[config.mk]
export PLATFORM = sky130hd
export DESIGN_NAME = hopfield_recall_ctrl
export DESIGN_NICKNAME = d
export VERILOG_FILES = /design/src/rtl/hopfield_pkg.sv /design/src/rtl/hopfield_mac_acc.sv /design/src/rtl/hopfield_recall_ctrl.sv
export SDC_FILE = /design/constraint.sdc
export NUM_CORES = 1
export LEC_CHECK = 0
export CORE_MARGIN = 2
export CORE_UTILIZATION = 50
export CTS_CLUSTER_DIAMETER = 80
export DETAILED_ROUTE_END_ITERATION = 10
export GPL_TIMING_DRIVEN = 0
export PLACE_DENSITY = 0.78
export SLEW_MARGIN = 20
export SYNTH_ARGS = -nofsm -noshare
export SYNTH_HDL_FRONTEND = slang
export SYNTH_SLANG_ARGS = --single-unit
export TNS_END_PERCENT = 100
[constraint.sdc]
create_clock -name clk -period 3.6 [get_ports clk]
set_input_delay 0.54 -clock clk [delete_from_list [all_inputs] [get_ports clk]]
set_output_delay 0.54 -clock clk [all_outputs]
set_load 0.01 [all_outputs]
[src/rtl/hopfield_pkg.sv]
// Shared definitions for the Hopfield recall sequencer: FSM state encoding,
// bipolar bit encoding and the accumulator sizing helper.
package hopfield_pkg;

    typedef enum logic [2:0] {
        ST_IDLE   = 3'd0,
        ST_ACCUM  = 3'd1,
        ST_UPDATE = 3'd2,
        ST_CHECK  = 3'd3,
        ST_DONE   = 3'd4
    } state_e;

    // Bipolar encoding of a neuron state bit
    localparam logic POS = 1'b1;
    localparam logic NEG = 1'b0;

    // Width that holds +/- n * 2^(ww-1) without wrap, plus sign
    function automatic int acc_width(input int ww, input int n);
        return ww + $clog2(n) + 1;
    endfunction

endpackage

[src/rtl/hopfield_mac_acc.sv]
// Signed +/-w accumulator for one neuron's weighted sum. The running sum plus
// the current term is exposed combinationally so the final product of a row
// can be folded into the sign decision in the same cycle it arrives.
module hopfield_mac_acc
    import hopfield_pkg::*;
#(
    parameter int WW    = 8,
    parameter int ACC_W = 13
) (
    input  logic                 clk,
    input  logic                 rst,
    input  logic                 clr,
    input  logic                 add_en,
    input  logic                 sign_bit,
    input  logic signed [WW-1:0] w,
    output logic                 sum_pos,
    output logic                 sum_neg
);

    logic signed [ACC_W-1:0] acc_r;
    logic signed [ACC_W-1:0] w_ext_s;
    logic signed [ACC_W-1:0] term_s;
    logic signed [ACC_W-1:0] sum_s;

    // Sign-extend before negating so -(-2^(WW-1)) cannot wrap; form sum and decisions
    always_comb begin
        w_ext_s = {{(ACC_W-WW){w[WW-1]}}, w};
        term_s  = {ACC_W{1'b0}};
        if (add_en) begin
            if (sign_bit == POS) begin
                term_s = w_ext_s;
            end else begin
                term_s = -w_ext_s;
            end
        end else begin
            term_s = {ACC_W{1'b0}};
        end
        sum_s   = acc_r + term_s;
        sum_neg = sum_s[ACC_W-1];
        sum_pos = ~sum_s[ACC_W-1] & (sum_s != {ACC_W{1'b0}});
    end

    // Accumulator register: clear wins over accumulate
    always_ff @(posedge clk or negedge rst) begin
        if (!rst) begin
            acc_r <= {ACC_W{1'b0}};
        end else if (clr) begin
            acc_r <= {ACC_W{1'b0}};
        end else if (add_en) begin
            acc_r <= sum_s;
        end else begin
            acc_r <= acc_r;
        end
    end

endmodule

[src/rtl/hopfield_recall_ctrl.sv]
// Hopfield recall sequencer: streams weight rows from an external store with a
// one-cycle read latency, updates neurons in place one row at a time and
// repeats sweeps until a sweep changes nothing or the sweep limit is reached.
module hopfield_recall_ctrl
    import hopfield_pkg::*;
#(
    parameter int N        = 16,
    parameter int WW       = 8,
    parameter int MAX_ITER = 8,
    localparam int AW      = $clog2(N),
    localparam int ACC_W   = acc_width(WW, N),
    localparam int IW      = $clog2(MAX_ITER + 1)
) (
    input  logic                 clk,
    input  logic                 rst,
    input  logic                 start,
    input  logic                 abort,
    input  logic [N-1:0]         pattern_in,
    output logic                 wt_rd,
    output logic [2*AW-1:0]      wt_addr,
    input  logic signed [WW-1:0] wt_data,
    output logic                 busy,
    output logic                 done,
    output logic                 converged,
    output logic [IW-1:0]        iter_count,
    output logic [N-1:0]         pattern_out
);

    localparam logic [AW-1:0] LAST_IDX = AW'(N - 1);
    localparam logic [AW-1:0] ONE_IDX  = AW'(1);
    localparam logic [IW-1:0] ITER_MAX = IW'(MAX_ITER);
    localparam logic [IW-1:0] ONE_ITER = IW'(1);

    state_e          state_r, state_s;
    logic [AW-1:0]   row_r, row_s;
    logic [AW-1:0]   col_r, col_s;
    logic [AW-1:0]   col_d_r;
    logic            rd_d_r;
    logic            wt_rd_r;
    logic            busy_r;
    logic            done_r;
    logic            conv_r, conv_s;
    logic            changed_r, changed_s;
    logic [IW-1:0]   iter_r, iter_s;
    logic [IW-1:0]   iter_inc_s;
    logic [N-1:0]    pattern_r, pattern_s;

    logic            abort_s;
    logic            wt_rd_s, busy_s, done_s;
    logic            mac_clr_s, mac_add_s;
    logic            sum_pos_s, sum_neg_s;
    logic            new_bit_s;

    assign abort_s    = abort & (state_r != ST_IDLE);
    assign iter_inc_s = iter_r + ONE_ITER;
    assign new_bit_s  = sum_pos_s ? POS : (sum_neg_s ? NEG : pattern_r[row_r]);

    hopfield_mac_acc #(
        .WW    (WW),
        .ACC_W (ACC_W)
    ) u_mac (
        .clk      (clk),
        .rst      (rst),
        .clr      (mac_clr_s),
        .add_en   (mac_add_s),
        .sign_bit (pattern_r[col_d_r]),
        .w        (wt_data),
        .sum_pos  (sum_pos_s),
        .sum_neg  (sum_neg_s)
    );

    // FSM state register
    always_ff @(posedge clk or negedge rst) begin
        if (!rst) begin
            state_r <= ST_IDLE;
        end else begin
            state_r <= state_s;
        end
    end

    // FSM next-state logic; abort overrides every active state
    always_comb begin
        state_s = state_r;
        if (abort_s) begin
            state_s = ST_IDLE;
        end else begin
            case (state_r)
                ST_IDLE: begin
                    if (start) state_s = ST_ACCUM;
                    else       state_s = ST_IDLE;
                end
                ST_ACCUM: begin
                    if (col_r == LAST_IDX) state_s = ST_UPDATE;
                    else                   state_s = ST_ACCUM;
                end
                ST_UPDATE: begin
                    if (row_r == LAST_IDX) state_s = ST_CHECK;
                    else                   state_s = ST_ACCUM;
                end
                ST_CHECK: begin
                    if (!changed_r || (iter_inc_s == ITER_MAX)) state_s = ST_DONE;
                    else                                        state_s = ST_ACCUM;
                end
                ST_DONE:  state_s = ST_IDLE;
                default:  state_s = ST_IDLE;
            endcase
        end
    end

    // FSM output decode: next-cycle strobes and accumulator controls
    always_comb begin
        wt_rd_s   = (state_s == ST_ACCUM);
        busy_s    = (state_s != ST_IDLE);
        done_s    = (state_s == ST_DONE);
        mac_add_s = rd_d_r & ((state_r == ST_ACCUM) | (state_r == ST_UPDATE));
        mac_clr_s = abort_s | (state_r == ST_UPDATE) | ((state_r == ST_IDLE) & start);
    end

    // Datapath next values: counters, working pattern, change and convergence flags
    always_comb begin
        row_s     = row_r;
        col_s     = col_r;
        changed_s = changed_r;
        iter_s    = iter_r;
        conv_s    = conv_r;
        pattern_s = pattern_r;
        if (abort_s) begin
            conv_s = 1'b0;
        end else begin
            case (state_r)
                ST_IDLE: begin
                    if (start) begin
                        pattern_s = pattern_in;
                        row_s     = {AW{1'b0}};
                        col_s     = {AW{1'b0}};
                        changed_s = 1'b0;
                        iter_s    = {IW{1'b0}};
                        conv_s    = 1'b0;
                    end else begin
                        pattern_s = pattern_r;
                    end
                end
                ST_ACCUM: begin
                    col_s = col_r + ONE_IDX;
                end
                ST_UPDATE: begin
                    pattern_s[row_r] = new_bit_s;
                    if (new_bit_s != pattern_r[row_r]) changed_s = 1'b1;
                    else                               changed_s = changed_r;
                    row_s = row_r + ONE_IDX;
                    col_s = {AW{1'b0}};
                end
                ST_CHECK: begin
                    iter_s = iter_inc_s;
                    if (!changed_r) begin
                        conv_s = 1'b1;
                    end else if (iter_inc_s == ITER_MAX) begin
                        conv_s = 1'b0;
                    end else begin
                        changed_s = 1'b0;
                    end
                end
                ST_DONE: begin
                    conv_s = conv_r;
                end
                default: begin
                    conv_s = 1'b0;
                end
            endcase
        end
    end

    // Datapath and output registers; a read in flight at abort is dropped
    always_ff @(posedge clk or negedge rst) begin
        if (!rst) begin
            row_r     <= {AW{1'b0}};
            col_r     <= {AW{1'b0}};
            col_d_r   <= {AW{1'b0}};
            rd_d_r    <= 1'b0;
            wt_rd_r   <= 1'b0;
            busy_r    <= 1'b0;
            done_r    <= 1'b0;
            conv_r    <= 1'b0;
            changed_r <= 1'b0;
            iter_r    <= {IW{1'b0}};
            pattern_r <= {N{1'b0}};
        end else begin
            row_r     <= row_s;
            col_r     <= col_s;
            col_d_r   <= col_r;
            rd_d_r    <= wt_rd_r & ~abort_s;
            wt_rd_r   <= wt_rd_s;
            busy_r    <= busy_s;
            done_r    <= done_s;
            conv_r    <= conv_s;
            changed_r <= changed_s;
            iter_r    <= iter_s;
            pattern_r <= pattern_s;
        end
    end

    assign wt_rd       = wt_rd_r;
    assign wt_addr     = {row_r, col_r};
    assign busy        = busy_r;
    assign done        = done_r;
    assign converged   = conv_r;
    assign iter_count  = iter_r;
    assign pattern_out = pattern_r;

endmodule

; ---- Word-level counts from Yosys, hierarchy flattened
; Cells that the tools add are included.
[totals]
register_bits = 54
input_bits = 28
output_inout_bits = 32
elab_cells = 98
[classes]
n_addsub = 5
order_cmp = 3
eq_ne = 15
n_mux = 34
bitwise_logic = 10
reduce_logical = 18
[ops]
columns = cell, n
row1 = $mux W13, 4
row2 = $pmux W16 S2, 1
row3 = $bwmux W16, 1
row4 = $mux W16, 1
row5 = $pmux W4 S2, 2
row6 = $add A13 B13 Y13, 1
row7 = $mux W1, 13
row8 = $neg A8 Y13, 1
row9 = $reduce_bool A13 Y1, 1
row10 = $add A4 B1 Y4 const B, 3
row11 = $eq A4 B4 Y1 const B, 3
row12 = $pmux W3 S4, 1
row13 = $pmux W4 S3, 1
row14 = $reduce_and A3 Y1, 4
row15 = $reduce_bool A3 Y1, 4
row16 = $lt A4 B5 Y1 const B, 2
row17 = $bmux W1 S4, 2
row18 = $eq A3 B1 Y1 const B, 2
row19 = $eq A3 B2 Y1 const B, 2
row20 = $eq A3 B3 Y1 const B, 2
row21 = $mux W3, 2
row22 = $pmux W1 S3, 2
row23 = $reduce_bool A2 Y1, 3
row24 = $and A1 B1 Y1, 5
row25 = other kinds (17), 22

; ---- Depth between registers and ports, before layout
; Gate-level depths: netlist (run 1).
[depth]
ltp_word = 11
ltp_mapped = 20

; ---- Modules after synthesis
; A second synthesis (run 1) with hierarchy kept.
[unflattened]
cells_unflattened = 437
hier_area_um2 = 3950.0
[by_module_without_submodules]
columns = mod, instances, cells_each, area_per_inst_um2, seq_area_each_um2
row1 = hopfield_recall_ctrl, 1, 264, 2551.2, 1026.0
row2 = hopfield_mac_acc, 1, 173, 1398.8, 325.3

; ---- Worst setup path after synthesis (run 1)
; Ideal clock, no wire load.
[synth_timing]
path_kind = flip-flop to flip-flop
from = register col_d_r[2]
to = register pattern_r[10], in the netlist pattern_out[10]
arrival_time_ps = 3659
required_ps = 3480
slack_ps = -179
path_stages_with_launch = 18
n_path_buf = 2
synth_period_minus_slack_ps = 3779
cell_sequence = dfrtp_1 -> mux4_1 -> mux2i_1 -> mux2_4 -> nor2b_1 -> xnor2_1 -> nor2_1 -> ha_1 -> nor2b_1 -> o2111ai_1 -> nand3b_1 -> a41oi_1 -> xnor2_2 -> xnor2_2 -> and3b_1 -> buf_6 -> buf_8 -> a41o_1
[synth_via]
elab_chain_cells = 10
[synth_rtl]
columns = element, line_no
row1 = from (decl), hopfield_recall_ctrl.sv:37  ; logic [AW-1:0] col_d_r;
row2 = from (signal assigned), hopfield_recall_ctrl.sv:178  ; col_d_r <= {AW{1'b0}};
row3 = from (signal assigned), hopfield_recall_ctrl.sv:190  ; col_d_r <= col_r;
row4 = $bmux W1 S4 *, hopfield_recall_ctrl.sv:66  ; .sign_bit (pattern_r[col_d_r]),
row5 = $mux W1 (not written as such) *, hopfield_recall_ctrl.sv:66
row6 = $mux W13 *, hopfield_mac_acc.sv:30  ; if (sign_bit == POS) begin
row7 = $mux W13 *, hopfield_mac_acc.sv:29  ; if (add_en) begin
row8 = $add A13 B13 Y13 *, hopfield_mac_acc.sv:38  ; sum_s = acc_r + term_s;
row9 = $reduce_bool A13 Y1 / $not A1 Y1 (equally long branches), hopfield_mac_acc.sv:40  ; sum_pos = ~sum_s[ACC_W-1] & (sum_s != {ACC_W{1'b0}});
row10 = $and A1 B1 Y1, hopfield_mac_acc.sv:40
row11 = $mux W1 *, hopfield_recall_ctrl.sv:56  ; assign new_bit_s = sum_pos_s ? POS : (sum_neg_s ? NEG : pattern_r[row_r]);
row12 = $bwmux W16 *, hopfield_recall_ctrl.sv:147  ; pattern_s[row_r] = new_bit_s;
row13 = $pmux W16 S2 *, hopfield_recall_ctrl.sv:130  ; case (state_r)
row14 = to (signal assigned), hopfield_recall_ctrl.sv:186  ; pattern_r <= {N{1'b0}};
row15 = to (signal assigned), hopfield_recall_ctrl.sv:198  ; pattern_r <= pattern_s;
row16 = to (decl), hopfield_recall_ctrl.sv:46  ; logic [N-1:0] pattern_r, pattern_s;
; Mark *: on every way between the ends. The rest lies on a longest branch, timed or not. The select of a mux whose other input is x is not followed.
; A chain may end at the register's enable or synchronous reset.

; ---- Worst setup path after layout (run 1)
[layout_timing]
from = register col_d_r[2]
to = register pattern_r[7], in the netlist pattern_out[7]
; The elaborated chain is that of the path after synthesis.

==> results of run 1 <==
logic make-up after synthesis:
kind of cell             Yosys count  synth area share (%)
adder cells (fa/ha/maj)           20                 6.592
XOR/XNOR                          19                 4.640
multiplexers                      16                 7.232
AND/OR/NAND/NOR                  158                 18.94
flip-flops                        54                 34.56
AO/OA/AOI/OAI                    135                 23.68
buffers and inverters             40                 4.352
worst paths after layout:
check | startpoint | end | cells past startpoint
setup / recovery | col_d_r[2] | pattern_out[7] | 17
hold / removal | rst | pattern_out[9] | 1
setup reg to reg | col_d_r[2] | pattern_out[7] | 17
hold reg to reg | col_r[3] | col_d_r[3] | 0
max in group asynchronous | rst | state_r[0] | 1
min in group clk | col_r[3] | col_d_r[3] | 0
through the flow:
step | cell area, sq um | cells | hold WS, ns | power [W] | utilization [%]
floorplan | 3944 | 442 | 0.2444 | 0.001778 | -
global placement | 4662 | 603 | 0.4334 | 0.002222 | 60.96
detailed placement | 4659 | 603 | 0.4449 | 0.002262 | 60.93
CTS | 5056 | 624 | 0.2910 | 0.002859 | 66.12
global route | 5122 | 626 | 0.3058 | 0.003093 | 66.98
finish | 5122 | 626 | 0.2443 | 0.002919 | 66.98
worst register-to-register path: cells and delay by family (launching register included):
kind | cells | cell delay [ns]
AOI/OAI and AO/OA | 3 | 0.46
xor gates and xnor gates | 2 | 0.26
adders and majority gates | 1 | 0.34
buffers and inverters | 4 | 0.60
DFF | 1 | 0.45
muxes | 4 | 1.28
and+or+nand+nor | 3 | 0.50
cell type report:
type / count / share of cell area [%]
Multi-Input combinational cell: 349 / 51.39
Clock buffer: 7 / 1.685
Clock inverter: 1 / 0.09770
Sequential cell: 54 / 26.43
Buffer: 24 / 2.345
Timing Repair Buffer: 75 / 14.53
Tap cell: 102 / 2.491
Inverter: 14 / 1.026
sequential cells by signal (all words and copies together), names as in the netlist:
signal       count
iter_count       4
col_r            4
converged        1
u_mac.acc_r     13
col_d_r          4
wt_rd            1
changed_r        1
done             1
state_r          3
rd_d_r           1
busy             1
pattern_out     16
row_r            4
power groups by stage:
stage          Combinational, W  Sequential, W  Clock, W
6_report                0.00164       0.000924  0.000353
5_1_grt                 0.00177       0.000940  0.000384
4_1_cts                 0.00159       0.000917  0.000353
3_5_place_dp            0.00136       0.000904         0
3_3_place_gp            0.00132       0.000901         0
2_1_floorplan          0.000880       0.000897         0
metal layers:
layer  routed length [um]  up-vias
met5                    0        -
met4                  267        0
met3                  585       28
met2                 5872      158
met1                 4696     1906
li1                     -     1783
Yosys cell counts (3+ instances only):
cell type,number,share of area [%]
a211oi_1,4,0.77
a21boi_0,16,3.1
a21o_1,4,0.77
a21oi_1,24,3.1
a31oi_1,3,0.48
a41o_1,16,4.1
clkbuf_1,22,2.1
dfrtp_1,54,35
ha_1,19,6.1
inv_1,13,1.2
mux2i_1,5,1.3
mux4_1,4,2.7
mux4_2,4,2.3
nand2_1,61,5.9
nand2b_1,3,0.48
nand3_1,7,0.90
nand3b_1,6,1.2
nand4_1,4,0.64
nor2_1,41,3.9
nor2b_1,8,1.3
nor3_1,12,1.5
o211ai_1,3,0.58
o21a_1,3,0.58
o21ai_0,29,3.7
o31ai_1,19,3.6
xnor2_1,6,1.3
xor2_1,11,2.5
timing repair:
action                                 CTS  global route
gates cloned                             2             0
gates resized for setup                 32            11
pin swaps                               39            13
setup endpoints to repair               18            19
buffers inserted                        56             3
endpoints found under the hold margin    0             0
placed cells by master, fill, tap and decap left out, types with 3 or more instances in the layout:
cell type,instances
nor3_1,10
a41o_1,16
o31ai_1,18
nor2_1,39
buf_4,14
clkbuf_8,7
nand2_1,60
xor2_1,10
clkbuf_1,20
inv_1,12
nand3b_1,6
nor2_2,3
nand4_1,4
xnor2_1,6
ha_4,4
clkdlybuf4s50_1,58
dfrtp_1,52
mux4_2,8
o211ai_1,3
o21ai_0,28
mux2i_4,3
nor2b_1,6
o21a_1,3
nand3_1,7
a21boi_0,15
a21o_1,4
ha_1,14
a21oi_1,23
==> reports/metrics.cfg, run 1 <==
[grt]
grt_max_degree=55
grt_pass1_vias=3871
met1_usage_pct=34.27
grt.overflow.total=0
grt.busiest_layer=met2
grtUsageMet3_pct=2.929
grt_util_met2_pct=48.11
grt_first_pass_wirelength_um=18610
track_usage_pct=27.03
grt_antenna_before_repair=0

[critical_path]
cp-end-kind=register
required_ns=3.80
rrSetupSlack_ns=-0.41
crit_slowest_cell=mux4_2
cp.buffers_inverters=4
critPathTopFamily=multiplexers
criticalPathCategory=reg2reg
cp.arrival_ns=4.21
crit_chain=mux4_2 -> mux2i_4 -> mux2_4 -> mux2i_4 -> nor2_1 -> ha_1 -> buf_4 -> nor3_1 -> a211oi_2 -> buf_4 -> a41oi_2 -> xnor2_2 -> xnor2_2 -> and3b_1 -> buf_6 -> buf_16 -> a41o_1
startpoint_type=register
cp_max_fo=5
slowest_delay_ns=0.57

[pwr]
ir_worst_vdd_v=0.0003548
total_leakage_power_nw=2.188
power_frac_seq_pct=31.7
p_sw_share_pct=40.69
p_sw_w=0.001187
pwr_density_cell_mw_per_mm2=569.8
internal_power_w=0.001731
power_frac_comb_pct=56.2
p_clk_share_pct=12.1

[finish]
fillers=638
final_nets=571
seqCellArea_sq_mm=0.001354
multi_input_area_sq_mm=0.002633
area_growth_pct=31.01
diodes=0
drive_above_1_share_pct=15.27

[sta]
slew_viol_final=0
setup_violations=17
fin_tns_setup_ns=-6.129
rsz0062_at_grt=yes
min_period_over_period_pct=111.4
hold_viol=0
fmax_mhz=249.4
fin_skew_ns=0.005140
relSlewSlack_pct=49.13
min_period_ns=4.010
tightest_slew_ns=0.7525
setup_ws_ns=-0.4102

[logic_synthesis]
yosysUniqueCellTypes=58
synth_area_sq_mm=0.003910
ys_ff_latch=54
syn_area_per_cell_sq_um=8.846
yosysWarnings=0
synth-edff-count=0
synthArstFlopShare_pct=100.0
syn_nets=490
netlist_instances=442
yosysSeqAreaShare_pct=34.56
ys.flop_type=dfrtp_1

[placed_design]
port_buffers=59
place.gp.congestion=0.8722
place_ws_ns=-0.9437
hpwl_um=7810

[flow_run]
drv_cap=0

[clock_tree]
cts_root_buf=clkbuf_8
cts_sinks=54
clk_latency_ns=0.31
clk_pin_slew_ns=0.09
cts_buffer_depth=2
htree_levels=2
cts_inserted_buffers=5
cts_tree=yes
hold_buffers=0

[run_status]
violations=setup timing
outcome=finished with violations

[drt]
vias_per_cell=6.190
drt-initial-drc-count=225
wl_per_cell_um=18.24
drtPass1Iterations=5
ant_nets=0
wirelength_um=11420
drc=0
vias=3875

[floorplanning]
die_area_sq_mm=0.008543
fp.dieH_um=92.43
initial_core_util_pct=51.13
die_w_um=92.43
io_pins=60
design.core.area_sq_mm=0.007647
num_rows=32

[hold_path]
min_path_type=in2async

(Power assumes the default switching activity.)
==> run 2, diff against run 1 <==
CAP_MARGIN = 10   (was not set)
CTS_CLUSTER_SIZE = 20   (was not set)
GPL_TIMING_DRIVEN = not set   (was 0)
==> reports/metrics.cfg, run 2 (same netlist as run 1, synthesis figures left out) <==
[sta]
setup_ws_ns=-0.3549
min_period_over_period_pct=109.9
min_period_ns=3.955
hold_viol=0
tightest_slew_ns=0.6910
rsz0062_at_grt=yes
fmax_mhz=252.9
fin_skew_ns=0.009580
slew_viol_final=0
setup_violations=19
fin_tns_setup_ns=-5.687
relSlewSlack_pct=53.82

[floorplanning]
initial_core_util_pct=51.13
design.core.area_sq_mm=0.007647
die_area_sq_mm=0.008543
die_w_um=92.43
num_rows=32
io_pins=60
fp.dieH_um=92.43

[critical_path]
criticalPathCategory=reg2reg
cp_max_fo=8
required_ns=3.80
cp-end-kind=register
rrSetupSlack_ns=-0.35
startpoint_type=register
cp.arrival_ns=4.16

[finish]
final_common_cell=buf_4
drive_above_1_share_pct=25.39
fillers=562
final_cell_mix=90 x buf_4, 60 x nand2_1, 58 x clkdlybuf4s50_1
area_growth_pct=40.48
largest_reg_flops=16
diodes=0
final_nets=622

[grt]
grt.overflow.total=0
track_usage_pct=27.10
grt_pass1_vias=3968
grt_first_pass_wirelength_um=18750
grt_max_degree=32
grt_antenna_before_repair=0

[pwr]
ir_worst_vdd_v=0.0003272
internal_power_w=0.001994
total_leakage_power_nw=2.520
pwr_density_cell_mw_per_mm2=584.0
p_sw_share_pct=37.84
p_clk_share_pct=12.9
p_sw_w=0.001214
power_frac_seq_pct=26.5
power_w=0.003208
power_frac_comb_pct=60.6

[clock_tree]
cts_inserted_buffers=5
clk_latency_ns=0.31
cts_root_buf=clkbuf_8
cts_sinks=54
htree_levels=2
cts_buffer_depth=2
clk_pin_slew_ns=0.09
cts_tree=yes

[placed_design]
hpwl_um=8126
place.gp.congestion=0.9297
port_buffers=59

[flow_run]
drv_cap=0

[drt]
drt-initial-drc-count=232
wirelength_um=11390
vias_per_cell=5.839
ant_nets=0
vias=3953
drtPass1Iterations=4
drc=0
wl_per_cell_um=16.83

[hold_path]
min_path_type=in2async

[run_status]
outcome=finished with violations
violations=setup timing

==> run 2: cell count changes in the layout (fill, tap and decap cells not counted), sizes merged <==
cell | previous run | this run
buf | 20 | 92
clkbuf | 28 | 5
and3b | 2 | 3
bufinv | 0 | 1
inv | 14 | 15
mux2 | 4 | 3
==> run 2: final cells by class <==
class                      instances  area [sq um]  area share [%]
sequential                        54          1353           24.62
inverter                          14         52.55          0.9567
clock inverter                     3         43.79          0.7973
timing repair buffer             150          1272           23.17
multi-input combinational        349          2575           46.88
tap                              102         127.6           2.323
clock buffer                       5         68.82           1.253
==> run 2: per-stage QoR <==
| stage | util, % | worst slack, ns | instance area, sq um | std cells | hold WS, ns |
|---|---|---|---|---|---|
| finish | 71.83 | -0.3549 | 5493 | 677 | 0.2368 |
| global route | 71.83 | -0.5881 | 5493 | 677 | 0.2689 |
| CTS | 70.17 | -0.2481 | 5366 | 671 | 0.2538 |
| detailed placement | 66.41 | -0.7049 | 5079 | 649 | 0.4415 |
| global placement | 66.41 | -0.5825 | 5079 | 649 | 0.4317 |
| floorplan | - | 0.01027 | 3944 | 442 | 0.2444 |
==> run 2: worst paths after layout <==
path	to	cells after the start	start
min	pattern_out[10]	1	rst
min in group clk	col_d_r[3]	0	col_r[3]
max in group asynchronous	pattern_out[7]	2	rst
min reg2reg	col_d_r[3]	0	col_r[3]
max reg2reg	pattern_out[12]	18	col_d_r[2]
max	pattern_out[12]	18	col_d_r[2]
==> run 2: worst max-delay path: stages (launching register included) <==
cell      delay (ns)
dfrtp_2         0.45
mux4_2          0.54
mux2i_1         0.14
mux2_4          0.24
nor2_2          0.05
a21oi_2         0.10
nand2b_4        0.14
inv_1           0.05
ha_1            0.27
a21o_1          0.19
nand4_1         0.16
buf_4           0.15
buf_4           0.10
a21oi_1         0.05
nand3b_1        0.24
nor3_2          0.18
nand4_1         0.19
and3b_2         0.35
a41o_1          0.24
==> run 2: power by group through the flow <==
| stage | combinational (W) | sequential (W) | clock (W) |
|---|---|---|---|
| floorplan | 0.000880 | 0.000897 | 0 |
| global placement | 0.00163 | 0.000859 | 0 |
| detailed placement | 0.00167 | 0.000859 | 0 |
| CTS | 0.00184 | 0.000850 | 0.000417 |
| global route | 0.00211 | 0.000867 | 0.000443 |
| finish | 0.00194 | 0.000851 | 0.000414 |
==> run 2: repair_timing <==
| action | 4_1_cts | 5_1_grt |
|---|---|---|
| pin swaps | 27 | 30 |
| gates resized for setup | 15 | 15 |
| setup buffers | 13 | 7 |
| hold buffers | 0 | 0 |
| setup endpoints to repair | 18 | 20 |
| gates cloned | 1 | 0 |
==> run 2: metal layers <==
layer,global-route usage (%),share of wire [%],vias up
li1,-,-,1875
met1,35.26,42,1940
met2,47.32,52,116
met3,3.011,3.8,22
met4,8.706,2.1,0
met5,0,0,-
==> run 3, diff against run 2 <==
CORE_UTILIZATION = 53   (was 50)
PLACE_DENSITY = 0.79   (was 0.78)
clock period = 4.1 ns   (was 3.6 ns; I/O delays follow)
==> reports/metrics.cfg, run 3 (same netlist as run 1, synthesis figures left out) <==
[finish]
final_cell_mix=60 x nand2_1, 58 x clkdlybuf4s50_1, 53 x dfrtp_1
multi_input_area_sq_mm=0.002425
final_nets=569
final_common_cell=nand2_1
area_growth_pct=26.98
largest_reg_flops=16
final_util_pct=68.82
drive_above_1_share_pct=14.37
seqCellArea_sq_mm=0.001353
diodes=0
fillers=584

[sta]
fin_skew_ns=0.006445
setup_violations=0
slew_viol_final=0
relSlewSlack_pct=45.98
min_period_over_period_pct=98.35
rsz0062_at_grt=yes
fmax_mhz=248.0
min_period_ns=4.032
hold_viol=0
tightest_slew_ns=0.7990
fin_tns_setup_ns=0

[pwr]
total_leakage_power_nw=2.232
ir_worst_vdd_v=0.0003007
power_w=0.002465
pwr_density_cell_mw_per_mm2=496.4

[drt]
wirelength_um=10770
vias_per_cell=6.026
drc=0
drt-initial-drc-count=282
wl_per_cell_um=17.34
ant_nets=0
vias=3742
drtPass1Iterations=4

[placed_design]
hpwl_um=7703
place.gp.congestion=0.9462
port_buffers=59

[critical_path]
slowest_delay_ns=0.51
cp_max_fo=8
cp-end-kind=register
crit_slowest_cell=mux4_2
crit_chain=mux4_2 -> mux2i_1 -> mux2_4 -> nand2_2 -> xor2_1 -> nor2_1 -> ha_1 -> a21o_1 -> a31oi_1 -> buf_4 -> nand4_1 -> a31oi_2 -> xor2_1 -> nand4_1 -> and3b_2 -> clkbuf_16 -> a41o_1
reg2reg_to=pattern_out[15]
criticalPathCategory=reg2reg
cp.arrival_ns=4.24
r2r_start=col_d_r[2]
startpoint_type=register
r2r_cells=17
required_ns=4.31
rrSetupSlack_ns=0.07

[clock_tree]
clk_pin_slew_ns=0.11
cts_tree=yes
cts_buffer_depth=2
cts_root_buf=clkbuf_8
clk_latency_ns=0.32
hold_buffers=0
cts_sinks=54
htree_levels=2
cts_inserted_buffers=5

[grt]
grt_max_degree=41
grt_antenna_before_repair=0
grt_pass1_vias=3761
grt_first_pass_wirelength_um=17750
track_usage_pct=26.56
grt.overflow.total=0

[run_status]
outcome=completed

[floorplanning]
design.core.area_sq_mm=0.007214
fp.dieH_um=89.89
initial_core_util_pct=54.20
num_rows=31
io_pins=60
die_area_sq_mm=0.008080
die_w_um=89.89

[flow_run]
drv_cap=0

[hold_path]
min_path_type=in2async

run 3: what timing repair did:
| action | in CTS | in global routing |
|---|---|---|
| pin swaps | 3 | 32 |
| gates resized for setup | 1 | 15 |
| cloned | 0 | 1 |
| setup endpoints to repair | 16 | 16 |
| buffers inserted | 1 | 5 |
run 3: worst max-delay path, delay by kind of cell, from the launching register on:
family,cells,cell delay [ns]
xor gates and xnor gates,2,0.40
muxes,3,0.93
buffers and inverters,2,0.34
adders and majority gates,1,0.36
and+or+nand+nor,5,0.68
DFF,1,0.45
AOI/OAI and AO/OA,4,0.76
run 3: power by group:
| group | internal, W | total, W | switching [W] |
|---|---|---|---|
| registers | 0.000652 | 0.000782 | 0.000130 |
| clock network | 0.000140 | 0.000330 | 0.000190 |
| logic | 0.000698 | 0.00135 | 0.000656 |
run 3: cell type report:
type                            count  area share [%]
Clock inverter                      2          0.3276
Multi-Input combinational cell    348           48.84
Inverter                           14           1.058
Tap cell                           99           2.495
Clock buffer                        6           1.663
Sequential cell                    54           27.24
Timing Repair Buffer               98           18.37
run 3: worst max path at each step:
stage | from | endpoint | slack, ns | cells after the start
2_1_floorplan | col_d_r[2] | pattern_out[10] | 0.32 | 17
3_3_place_gp | wt_data[3] | pattern_out[3] | -0.02 | 17
3_5_place_dp | wt_data[3] | pattern_out[5] | -0.15 | 17
4_1_cts | col_d_r[2] | pattern_out[5] | 0.01 | 16
5_1_grt | col_d_r[2] | pattern_out[12] | -0.11 | 17
6_report | col_d_r[2] | pattern_out[15] | 0.07 | 17
run 3: per-layer routing:
metal	share of wire (%)	GRT usage, %
met1	40	34.21
met2	52	45.96
met3	6.4	4.359
met4	1.4	8.590
met5	0	0
run 3: through the flow:
| step | cell area [sq um] | hold slack, ns | setup slack (ns) | std cells |
|---|---|---|---|---|
| after floorplan | 3910 | 0.3194 | 0.3208 | 442 |
| after global placement | 4755 | 0.4334 | -0.02150 | 606 |
| after detailed placement | 4755 | 0.4426 | -0.1467 | 606 |
| after CTS | 4862 | 0.1925 | 0.01315 | 615 |
| after global routing | 4965 | 0.2104 | -0.1104 | 621 |
| final | 4965 | 0.1850 | 0.06763 | 621 |
